$ cat config.mk
export PLATFORM = sky130hd
export DESIGN_NAME = muldiv_unit_flat
export DESIGN_NICKNAME = d
export VERILOG_FILES = /design/src/rtl/muldiv_unit_if.sv /design/src/rtl/muldiv_unit.sv /design/src/flat_wrapper.sv
export SDC_FILE = /design/constraint.sdc
export NUM_CORES = 1
export LEC_CHECK = 0
export BUFFER_PORTS_ARGS = -buffer_cell sky130_fd_sc_hd__buf_2
export CAP_MARGIN = 40
export CORE_AREA = 2 2 192 194
export DETAILED_ROUTE_END_ITERATION = 16
export DIE_AREA = 0 0 194 196
export GPL_TIMING_DRIVEN = 0
export HOLD_SLACK_MARGIN = 0.03
export PLACE_DENSITY = 0.68
export SYNTH_ARGS = -nofsm -noshare
export SYNTH_HDL_FRONTEND = slang
export SYNTH_SLANG_ARGS = --single-unit
$ cat constraint.sdc
create_clock -name clk -period 7.4 [get_ports clk]
set_clock_uncertainty 0.2 [all_clocks]
set_input_delay 0.74 -clock clk [delete_from_list [all_inputs] [get_ports clk]]
set_output_delay 0.74 -clock clk [all_outputs]
set_load 0.005 [all_outputs]
$ cat src/rtl/muldiv_unit_if.sv
// muldiv_unit_if: command/result bundle between the controller and the
// multiply/divide unit.
//   start, op, srca, srcb, mthi, mtlo : controller -> unit
//   busy, done, hi, lo                : unit -> controller
// Modports: master (controller side), slave (muldiv_unit side).
interface muldiv_unit_if #(
    parameter int WIDTH = 32
);
    logic             start;
    logic [1:0]       op;      // 00 MULT, 01 MULTU, 10 DIV, 11 DIVU
    logic [WIDTH-1:0] srca;
    logic [WIDTH-1:0] srcb;
    logic             mthi;
    logic             mtlo;
    logic             busy;
    logic             done;
    logic [WIDTH-1:0] hi;
    logic [WIDTH-1:0] lo;

    modport master (
        output start, op, srca, srcb, mthi, mtlo,
        input  busy, done, hi, lo
    );

    modport slave (
        input  start, op, srca, srcb, mthi, mtlo,
        output busy, done, hi, lo
    );
endinterface

$ cat src/rtl/muldiv_unit.sv
// muldiv_unit: iterative MULT/MULTU/DIV/DIVU with HI/LO registers.
//   clk   : rising-edge clock
//   reset : asynchronous, active-high; aborts any operation in flight
//   bus   : muldiv_unit_if.slave (start/op/srca/srcb/mthi/mtlo in,
//           busy/done/hi/lo out)
// One shift-add (multiply) or restoring (divide) step per RUN cycle on
// operand magnitudes; signs are fixed up when HI/LO are written.
// Optional feature: define MULDIV_FAST_ZERO_EN to let a multiply by zero or
// a divide by zero bypass RUN and finish in one cycle.
module muldiv_unit #(
    parameter int WIDTH = 32
) (
    input  logic         clk,
    input  logic         reset,
    muldiv_unit_if.slave bus
);
    localparam int CW = (WIDTH > 1) ? $clog2(WIDTH) : 1;

    typedef enum logic [1:0] {IDLE, RUN, DONE} state_t;

    state_t           state;
    logic [CW-1:0]    cnt;
    logic [WIDTH-1:0] acc;      // partial product high half / partial remainder
    logic [WIDTH-1:0] q;        // multiplier shifting out / dividend->quotient
    logic [WIDTH-1:0] dvs;      // |multiplicand| or |divisor|
    logic [WIDTH-1:0] a_raw;    // dividend as latched, returned in HI on /0
    logic             is_div, neg_q, neg_r, dz;
    logic             busy_r, done_r;
    logic [WIDTH-1:0] hi_r, lo_r;

    // Launch-side operand conditioning
    logic             sa, sb, fz;
    logic [WIDTH-1:0] abs_a, abs_b, fz_hi, fz_lo;

    always_comb begin
        sa    = ~bus.op[0] & bus.srca[WIDTH-1];
        sb    = ~bus.op[0] & bus.srcb[WIDTH-1];
        abs_a = sa ? -bus.srca : bus.srca;
        abs_b = sb ? -bus.srcb : bus.srcb;
        // Zero-operand results match what the iterative path would produce.
        fz_hi = bus.op[1] ? bus.srca : '0;
        fz_lo = bus.op[1] ? '1 : '0;
`ifdef MULDIV_FAST_ZERO_EN
        fz    = bus.op[1] ? (bus.srcb == '0)
                          : ((bus.srca == '0) || (bus.srcb == '0));
`else
        fz    = 1'b0;
`endif
    end

    // One iteration of the shared datapath
    logic [WIDTH:0]     msum, rsh, rdiff;
    logic               qbit;
    logic [WIDTH-1:0]   acc_n, q_n, quo, rem, res_hi, res_lo;
    logic [2*WIDTH-1:0] prod;

    always_comb begin
        msum  = {1'b0, acc} + (q[0] ? {1'b0, dvs} : '0);
        rsh   = {acc, q[WIDTH-1]};
        rdiff = rsh - {1'b0, dvs};
        qbit  = ~rdiff[WIDTH];   // no borrow -> divisor fits
        if (is_div) begin
            acc_n = qbit ? rdiff[WIDTH-1:0] : rsh[WIDTH-1:0];
            q_n   = {q[WIDTH-2:0], qbit};
        end else begin
            acc_n = msum[WIDTH:1];
            q_n   = {msum[0], q[WIDTH-1:1]};
        end
        prod = {acc_n, q_n};
        if (neg_q) prod = -prod;
        quo  = neg_q ? -q_n : q_n;
        rem  = neg_r ? -acc_n : acc_n;
        if (!is_div) begin
            res_hi = prod[2*WIDTH-1:WIDTH];
            res_lo = prod[WIDTH-1:0];
        end else if (dz) begin
            res_hi = a_raw;
            res_lo = '1;
        end else begin
            res_hi = rem;
            res_lo = quo;
        end
    end

    always_ff @(posedge clk or posedge reset) begin
        if (reset) begin
            state  <= IDLE;
            cnt    <= '0;
            acc    <= '0;
            q      <= '0;
            dvs    <= '0;
            a_raw  <= '0;
            is_div <= 1'b0;
            neg_q  <= 1'b0;
            neg_r  <= 1'b0;
            dz     <= 1'b0;
            busy_r <= 1'b0;
            done_r <= 1'b0;
            hi_r   <= '0;
            lo_r   <= '0;
        end else begin
            done_r <= 1'b0;
            case (state)
                IDLE, DONE: begin
                    if (bus.start) begin
                        // start beats a simultaneous mthi/mtlo
                        acc    <= '0;
                        q      <= abs_a;
                        dvs    <= abs_b;
                        a_raw  <= bus.srca;
                        is_div <= bus.op[1];
                        neg_q  <= sa ^ sb;
                        neg_r  <= sa;
                        dz     <= (bus.srcb == '0);
                        if (fz) begin
                            state  <= DONE;
                            busy_r <= 1'b0;
                            done_r <= 1'b1;
                            hi_r   <= fz_hi;
                            lo_r   <= fz_lo;
                        end else begin
                            state  <= RUN;
                            busy_r <= 1'b1;
                            cnt    <= CW'(WIDTH - 1);
                        end
                    end else begin
                        state  <= IDLE;
                        busy_r <= 1'b0;
                        if (bus.mthi) hi_r <= bus.srca;
                        if (bus.mtlo) lo_r <= bus.srca;
                    end
                end
                RUN: begin
                    acc <= acc_n;
                    q   <= q_n;
                    if (cnt == '0) begin
                        state  <= DONE;
                        busy_r <= 1'b0;
                        done_r <= 1'b1;
                        hi_r   <= res_hi;
                        lo_r   <= res_lo;
                    end else begin
                        cnt <= cnt - 1'b1;
                    end
                end
                default: begin
                    state  <= IDLE;
                    busy_r <= 1'b0;
                end
            endcase
        end
    end

    assign bus.busy = busy_r;
    assign bus.done = done_r;
    assign bus.hi   = hi_r;
    assign bus.lo   = lo_r;
endmodule
$ cat src/flat_wrapper.sv
// flat-port wrapper written by rule: the top's interface ports become plain ports
module muldiv_unit_flat 
#(
    parameter int WIDTH = 32
)
  (clk, reset, bus_start, bus_op, bus_srca, bus_srcb, bus_mthi, bus_mtlo, bus_busy, bus_done, bus_hi, bus_lo);
  muldiv_unit_if #(.WIDTH(WIDTH)) bus_i ();
  input  logic clk;
  input  logic reset;
  input wire logic [$bits(bus_i.start)-1:0] bus_start;
  input wire logic [$bits(bus_i.op)-1:0] bus_op;
  input wire logic [$bits(bus_i.srca)-1:0] bus_srca;
  input wire logic [$bits(bus_i.srcb)-1:0] bus_srcb;
  input wire logic [$bits(bus_i.mthi)-1:0] bus_mthi;
  input wire logic [$bits(bus_i.mtlo)-1:0] bus_mtlo;
  output wire logic [$bits(bus_i.busy)-1:0] bus_busy;
  output wire logic [$bits(bus_i.done)-1:0] bus_done;
  output wire logic [$bits(bus_i.hi)-1:0] bus_hi;
  output wire logic [$bits(bus_i.lo)-1:0] bus_lo;
  assign bus_i.start = bus_start;
  assign bus_i.op = bus_op;
  assign bus_i.srca = bus_srca;
  assign bus_i.srcb = bus_srcb;
  assign bus_i.mthi = bus_mthi;
  assign bus_i.mtlo = bus_mtlo;
  assign bus_busy = bus_i.busy;
  assign bus_done = bus_i.done;
  assign bus_hi = bus_i.hi;
  assign bus_lo = bus_i.lo;
  muldiv_unit #(.WIDTH(WIDTH)) u_core (.clk(clk), .reset(reset), .bus(bus_i));
endmodule
After elaboration in Yosys (flattened, before gate mapping)
Cells that the tools add are included.
{"block": "word_totals", "out_inout_bits": 66, "ff_bits": 205, "wordCells": 81}
{"block": "op_classes", "n_reduce_logical": 10, "muxes": 36, "eq_ne": 8, "add_sub_neg": 8, "n_bitwise": 5}
{"operator": "$mux W32", "n": 20}
{"operator": "$pmux W32 S2", "n": 4}
{"operator": "$neg A32 Y32", "n": 4}
{"operator": "$mux W64", "n": 1}
{"operator": "$neg A64 Y64", "n": 1}
{"operator": "$add A32 B33 Y33", "n": 1}
{"operator": "$sub A33 B32 Y33", "n": 1}
{"operator": "$logic_not A32 Y1", "n": 1}
{"operator": "$mux W5", "n": 2}
{"operator": "$ne A2 B2 Y1 const B", "n": 5}
{"operator": "$pmux W5 S2", "n": 1}
{"operator": "$reduce_and A4 Y1", "n": 2}
{"operator": "$logic_not A5 Y1", "n": 1}
{"operator": "$mux W1", "n": 5}
{"operator": "$sub A5 B1 Y5 const B", "n": 1}
{"operator": "$pmux W2 S2", "n": 1}
{"operator": "$reduce_and A2 Y1", "n": 2}
{"operator": "$reduce_and A3 Y1", "n": 1}
{"operator": "$and A1 B1 Y1", "n": 2}
{"operator": "$eq A2 B1 Y1 const B", "n": 1}
{"operator": "$eq A2 B2 Y1 const B", "n": 1}
{"operator": "$logic_not A2 Y1", "n": 1}
{"operator": "$mux W2", "n": 1}
{"operator": "$ne A2 B1 Y1 const B", "n": 1}
{"operator": "5 further kinds", "n": 6}

Depth between registers and ports, before layout
{"block": "depth", "ltp_word": 9, "ltp_mapped": 26, "ltp_nobuf": 25}

Worst setup path before layout
No wires, ideal clock.
{"block": "synth_path", "kind": "register to register", "start": "register u_core.q[31]", "end": "register u_core.hi_r[2], in the netlist u_core.bus.hi[2]", "period_less_slack_ps": 5470, "slack_ps": 1930, "arrival_time_ps": 5193, "path_stages_with_launch": 27, "cell_sequence": "dfrtp_1 > inv_1 > ha_1 > inv_1 > fa_1 > a211oi_1 > o211ai_1 > nand3_2 > a21bo_1 > buf_6 > a21oi_4 > nor3_2 > or2_2 > inv_1 > ha_1 > o211ai_1 > or4_1 > or4_1 > or4_1 > nor3_1 > nand2_1 > o21ai_0 > xor2_1 > o21ai_0 > nand2_1 > o21ai_0 > a21oi_1"}
{"block": "synth_via", "elab_chain_cells": 9, "word_cells_on_any_way": 13}
{"item": "start: declaration", "line_no": "muldiv_unit.sv:24", "text": "logic [WIDTH-1:0] q;"}
{"item": "start signal: assignment", "line_no": "muldiv_unit.sv:108", "text": "q <= abs_a;"}
{"item": "start signal: assignment", "line_no": "muldiv_unit.sv:135", "text": "q <= q_n;"}
{"item": "$sub A33 B32 Y33", "line_no": "muldiv_unit.sv:60", "text": "rdiff = rsh - {1'b0, dvs};"}
{"item": "$mux W32", "line_no": "muldiv_unit.sv:63", "text": "acc_n = qbit ? rdiff[WIDTH-1:0] : rsh[WIDTH-1:0];"}
{"item": "$mux W32", "line_no": "muldiv_unit.sv:62", "text": "if (is_div) begin"}
{"item": "$neg A32 Y32", "line_no": "muldiv_unit.sv:72", "text": "rem = neg_r ? -acc_n : acc_n;"}
{"item": "$mux W32", "line_no": "muldiv_unit.sv:72"}
{"item": "$mux W32", "line_no": "muldiv_unit.sv:76", "text": "end else if (dz) begin"}
{"item": "$mux W32 (*)", "line_no": "muldiv_unit.sv:73", "text": "if (!is_div) begin"}
{"item": "$mux W32 (*)", "line_no": "muldiv_unit.sv:136", "text": "if (cnt == '0) begin"}
{"item": "$pmux W32 S2 (*)", "line_no": "muldiv_unit.sv:103", "text": "case (state)"}
{"item": "end signal: assignment", "line_no": "muldiv_unit.sv:119", "text": "hi_r <= fz_hi;"}
{"item": "end signal: assignment", "line_no": "muldiv_unit.sv:129", "text": "if (bus.mthi) hi_r <= bus.srca;"}
{"item": "end signal: assignment", "line_no": "muldiv_unit.sv:140", "text": "hi_r <= res_hi;"}
{"item": "end: declaration", "line_no": "muldiv_unit.sv:29", "text": "logic [WIDTH-1:0] hi_r, lo_r;"}
Every way passes the cells marked *; elsewhere a longest branch is shown, timed or not. The select of a mux whose other input is x is not followed.
A chain may end at the register's enable or synchronous reset.

Final worst setup path
Ends and elaborated chain as after synthesis.

==> out/qor.csv <==
stage;metric;value;unit
critical_path;setup.worst_path.start_class;flip-flop;
critical_path;crit_required;7.59;ns
clocking;ctsHoldBuffers;0;
final_layout;syn2layout_area_growth;12.31;%
critical_path;critical_path.startpoint;u_core.q[31];
logic_synthesis;synth_nets;2442;
timing;setup_viol;0;
logic_synthesis;synthDistinctLibCells;97;
global_route;grt_overflow;0;
drt;via_count;19540;
critical_path;crit_type;flip-flop to flip-flop;
critical_path;r2r_setup_slack;0.30;ns
logic_synthesis;synthArstFlopShare;1.000;
global_route;groute.usage.overall;0.4021;
floorplanning;core-area;0.03608;sq mm
clocking;clk_latency;0.55;ns
drt;wl;78.37;mm
clocking;clockBufferDepth;3;
critical_path;end_kind;flip-flop;
timing;max-slew-margin-rel;0.3564;
logic_synthesis;synth_cells;2299;
logic_synthesis;synth-main-ff-cell;dfrtp_1;
clocking;cts-root-buf;clkbuf_16;
clocking;cts_buffers;24;
critical_path;crit_fanout;9;
global_route;grt_pass1_wl;116.5;mm
timing;min_period_over_period;0.9601;
critical_path;cp-endpoint;u_core.bus.hi[2];
floorplanning;die_w;194;microns
global_route;grt_pass1_vias;18690;
final_layout;nFillCells;3536;
timing;tns;0;ns
clocking;cts_tree;built;
drt;drt_first_pass_iters;7;
floorplanning;dieHeight;196;microns
critical_path;reg2reg_to;u_core.bus.hi[2];
global_route;grt_max_degree;112;
timing;grt_setup_unrepaired;false;
final_layout;layoutNonFillerInstCount;2947;
logic_synthesis;synth_area;0.01772;sq mm
critical_path;r2r-start;u_core.q[31];
drt;drtAntennaViolNets;0;
drt;drt_iter0_markers;2197;
logic_synthesis;avgSynthCellArea;7.708;sq um
clocking;cts.sinks;204;
logic_synthesis;yosysWarnings;0;
timing;drv_slew;0;
logic_synthesis;ys_seq_elements;204;
timing;worst-slew-pin-transition;0.9654;ns
logic_synthesis;synth.yosys.seq_area_share;0.2881;
timing;fmax;0.1408;GHz
flow_run;maxCapViolCount;0;
place;numPortBuffers;127;
clocking;cts.htree.levels;1;
floorplanning;io_pins;137;
global_route;antenna_found_initial;2;
clocking;clk_pin_slew;0.07;ns
floorplanning;dieArea;0.03802;sq mm
floorplanning;start_util;0.4911;
final_layout;fin_nets;2603;
place;hpwlAfterDp;61.96;mm
timing;finalCriticalPeriod;7.105;ns
place;place_congestion;0.9953;
hold_path;min_path_type;input pin to async pin;
outcome;status;completed;
final_layout;drive_above_1_share;0.1061;
logic_synthesis;synth-edff-count;0;
drt;via_per_inst;6.632;
place;post-place-cells;2902;
timing;whs;0.1277;ns
drt;drcViolationCount;0;
critical_path;critPathArrivalTime;7.29;ns
floorplanning;rows;70;
timing;hold_viol_final;0;
critical_path;reg2regPathDepth;26;
drt;routedWlPerCell;26.59;microns
[through the flow]
step           setup WS [ns]  cell area [sq um]  utilization
2_1_floorplan         0.8926              17720            -
3_3_place_gp          -1.586              18940       0.5249
3_5_place_dp          0.2763              19040       0.5276
4_1_cts               0.2601              19890       0.5511
5_1_grt              0.03180              19900       0.5515
6_report              0.2953              19900       0.5515
[logic make-up (layout without fill, tap and decap cells)]
logic type,after synthesis,in the layout,synth area share
xor+xnor,180,180,0.08896
buf+inv,210,389,0.04837
simple gates,835,835,0.2237
compound gates,749,749,0.2709
mux,49,49,0.02831
flops,204,204,0.2881
other cells,0,1,0
fa+ha+maj,72,72,0.05168
[how the worst min path moves through the flow]
stage                         to  depth (start not counted)  slack (ns)
3_3_place_gp   u_core.bus.hi[21]                          1        0.25
5_1_grt         u_core.a_raw[24]                          2        0.18
4_1_cts        u_core.bus.hi[22]                          2        0.15
3_5_place_dp   u_core.bus.hi[21]                          1        0.26
2_1_floorplan   u_core.a_raw[12]                          2        0.24
6_report        u_core.a_raw[11]                          2        0.13
[cell usage after synthesis (all sizes together) (49+ instances only)]
master	instances	area share
o211ai	51	0.022
a21oi	149	0.045
xor2	105	0.052
o22ai	49	0.017
ha	70	0.049
inv	68	0.014
nor2	126	0.027
o21ai	258	0.074
clkbuf	98	0.021
nand2	388	0.083
xnor2	75	0.037
dfrtp	204	0.29
nor3	52	0.015
[worst max-delay path, cell delays in order (launching register included)]
cell and delay, ns:
dfrtp_1 0.48, inv_1 0.08, ha_1 0.19, inv_1 0.07
fa_1 0.23, a211oi_1 0.12, o211ai_1 0.44, nand3_2 0.26
a21bo_1 0.26, buf_6 0.14, a21oi_4 0.29, nor3_2 0.20
or2_2 0.40, inv_1 0.09, ha_1 0.18, o211ai_1 0.17
or4_1 0.62, or4_1 0.56, or4_1 0.52, nor3_2 0.21
nand2_2 0.21, o21ai_0 0.25, xor2_1 0.10, o21ai_0 0.23
nand2_1 0.09, o21ai_0 0.20, a21oi_1 0.13
[layout make-up]
| type | count | area [sq um] | area share |
|---|---|---|---|
| Tap cell | 468 | 585.6 | 0.02942 |
| Antenna cell | 1 | 2.502 | 0.0001257 |
| Inverter | 69 | 266.5 | 0.01339 |
| Timing Repair Buffer | 135 | 724.4 | 0.03640 |
| Clock inverter | 11 | 113.9 | 0.005721 |
| Multi-Input combinational cell | 1885 | 11770 | 0.5914 |
| Sequential cell | 204 | 5105 | 0.2565 |
| Clock buffer | 33 | 735.7 | 0.03697 |
| Buffer | 141 | 598.1 | 0.03005 |
[timing repair]
item / CTS / global route
buffers inserted: 0 / 0
gates resized for setup: 0 / 3
setup endpoints to repair: 0 / 3
[registers in the layout, summed over array words and instances (netlist names)]
name / count
u_core.dz: 1
u_core.neg_r: 1
u_core.cnt: 5
u_core.q: 32
u_core.neg_q: 1
u_core.bus.hi: 32
u_core.acc: 32
u_core.state: 1
u_core.is_div: 1
u_core.bus.lo: 32
u_core.bus.done: 1
u_core.bus.busy: 1
u_core.a_raw: 32
u_core.dvs: 32
[placed cells by master, fill, tap and decap left out, types with 13 or more instances in the layout]
master	count
nand4_1	23
o221ai_1	13
a21oi_1	141
and3_1	16
o31ai_1	28
xnor2_1	75
clkbuf_1	96
nor2b_1	13
a31oi_1	20
a21o_1	25
or3_1	25
nor2_1	124
buf_1	18
nand2_1	385
o21ai_1	14
ha_1	70
o21ai_0	242
inv_1	67
o211ai_1	51
a211oi_1	21
nand3_1	43
o22ai_1	49
xor2_1	105
nor3_1	49
nand2b_1	18
dfrtp_1	204
or4_1	20
buf_2	148
and2_1	46
a22o_1	21
nor4_1	26
mux2i_1	43
o21a_1	13
clkbuf_16	25
[routing by layer]
layer / track usage / vias to the layer above / share of wire
li1: - / 8661 / -
met1: 0.5426 / 9477 / 0.41
met2: 0.6067 / 1197 / 0.43
met3: 0.1200 / 205 / 0.12
met4: 0.1532 / 4 / 0.043
met5: 0 / - / 0.00036
Power is left out: the tool's default activity adds up to more than one toggle a clock period on the data nets, which glitch-free logic cannot reach.
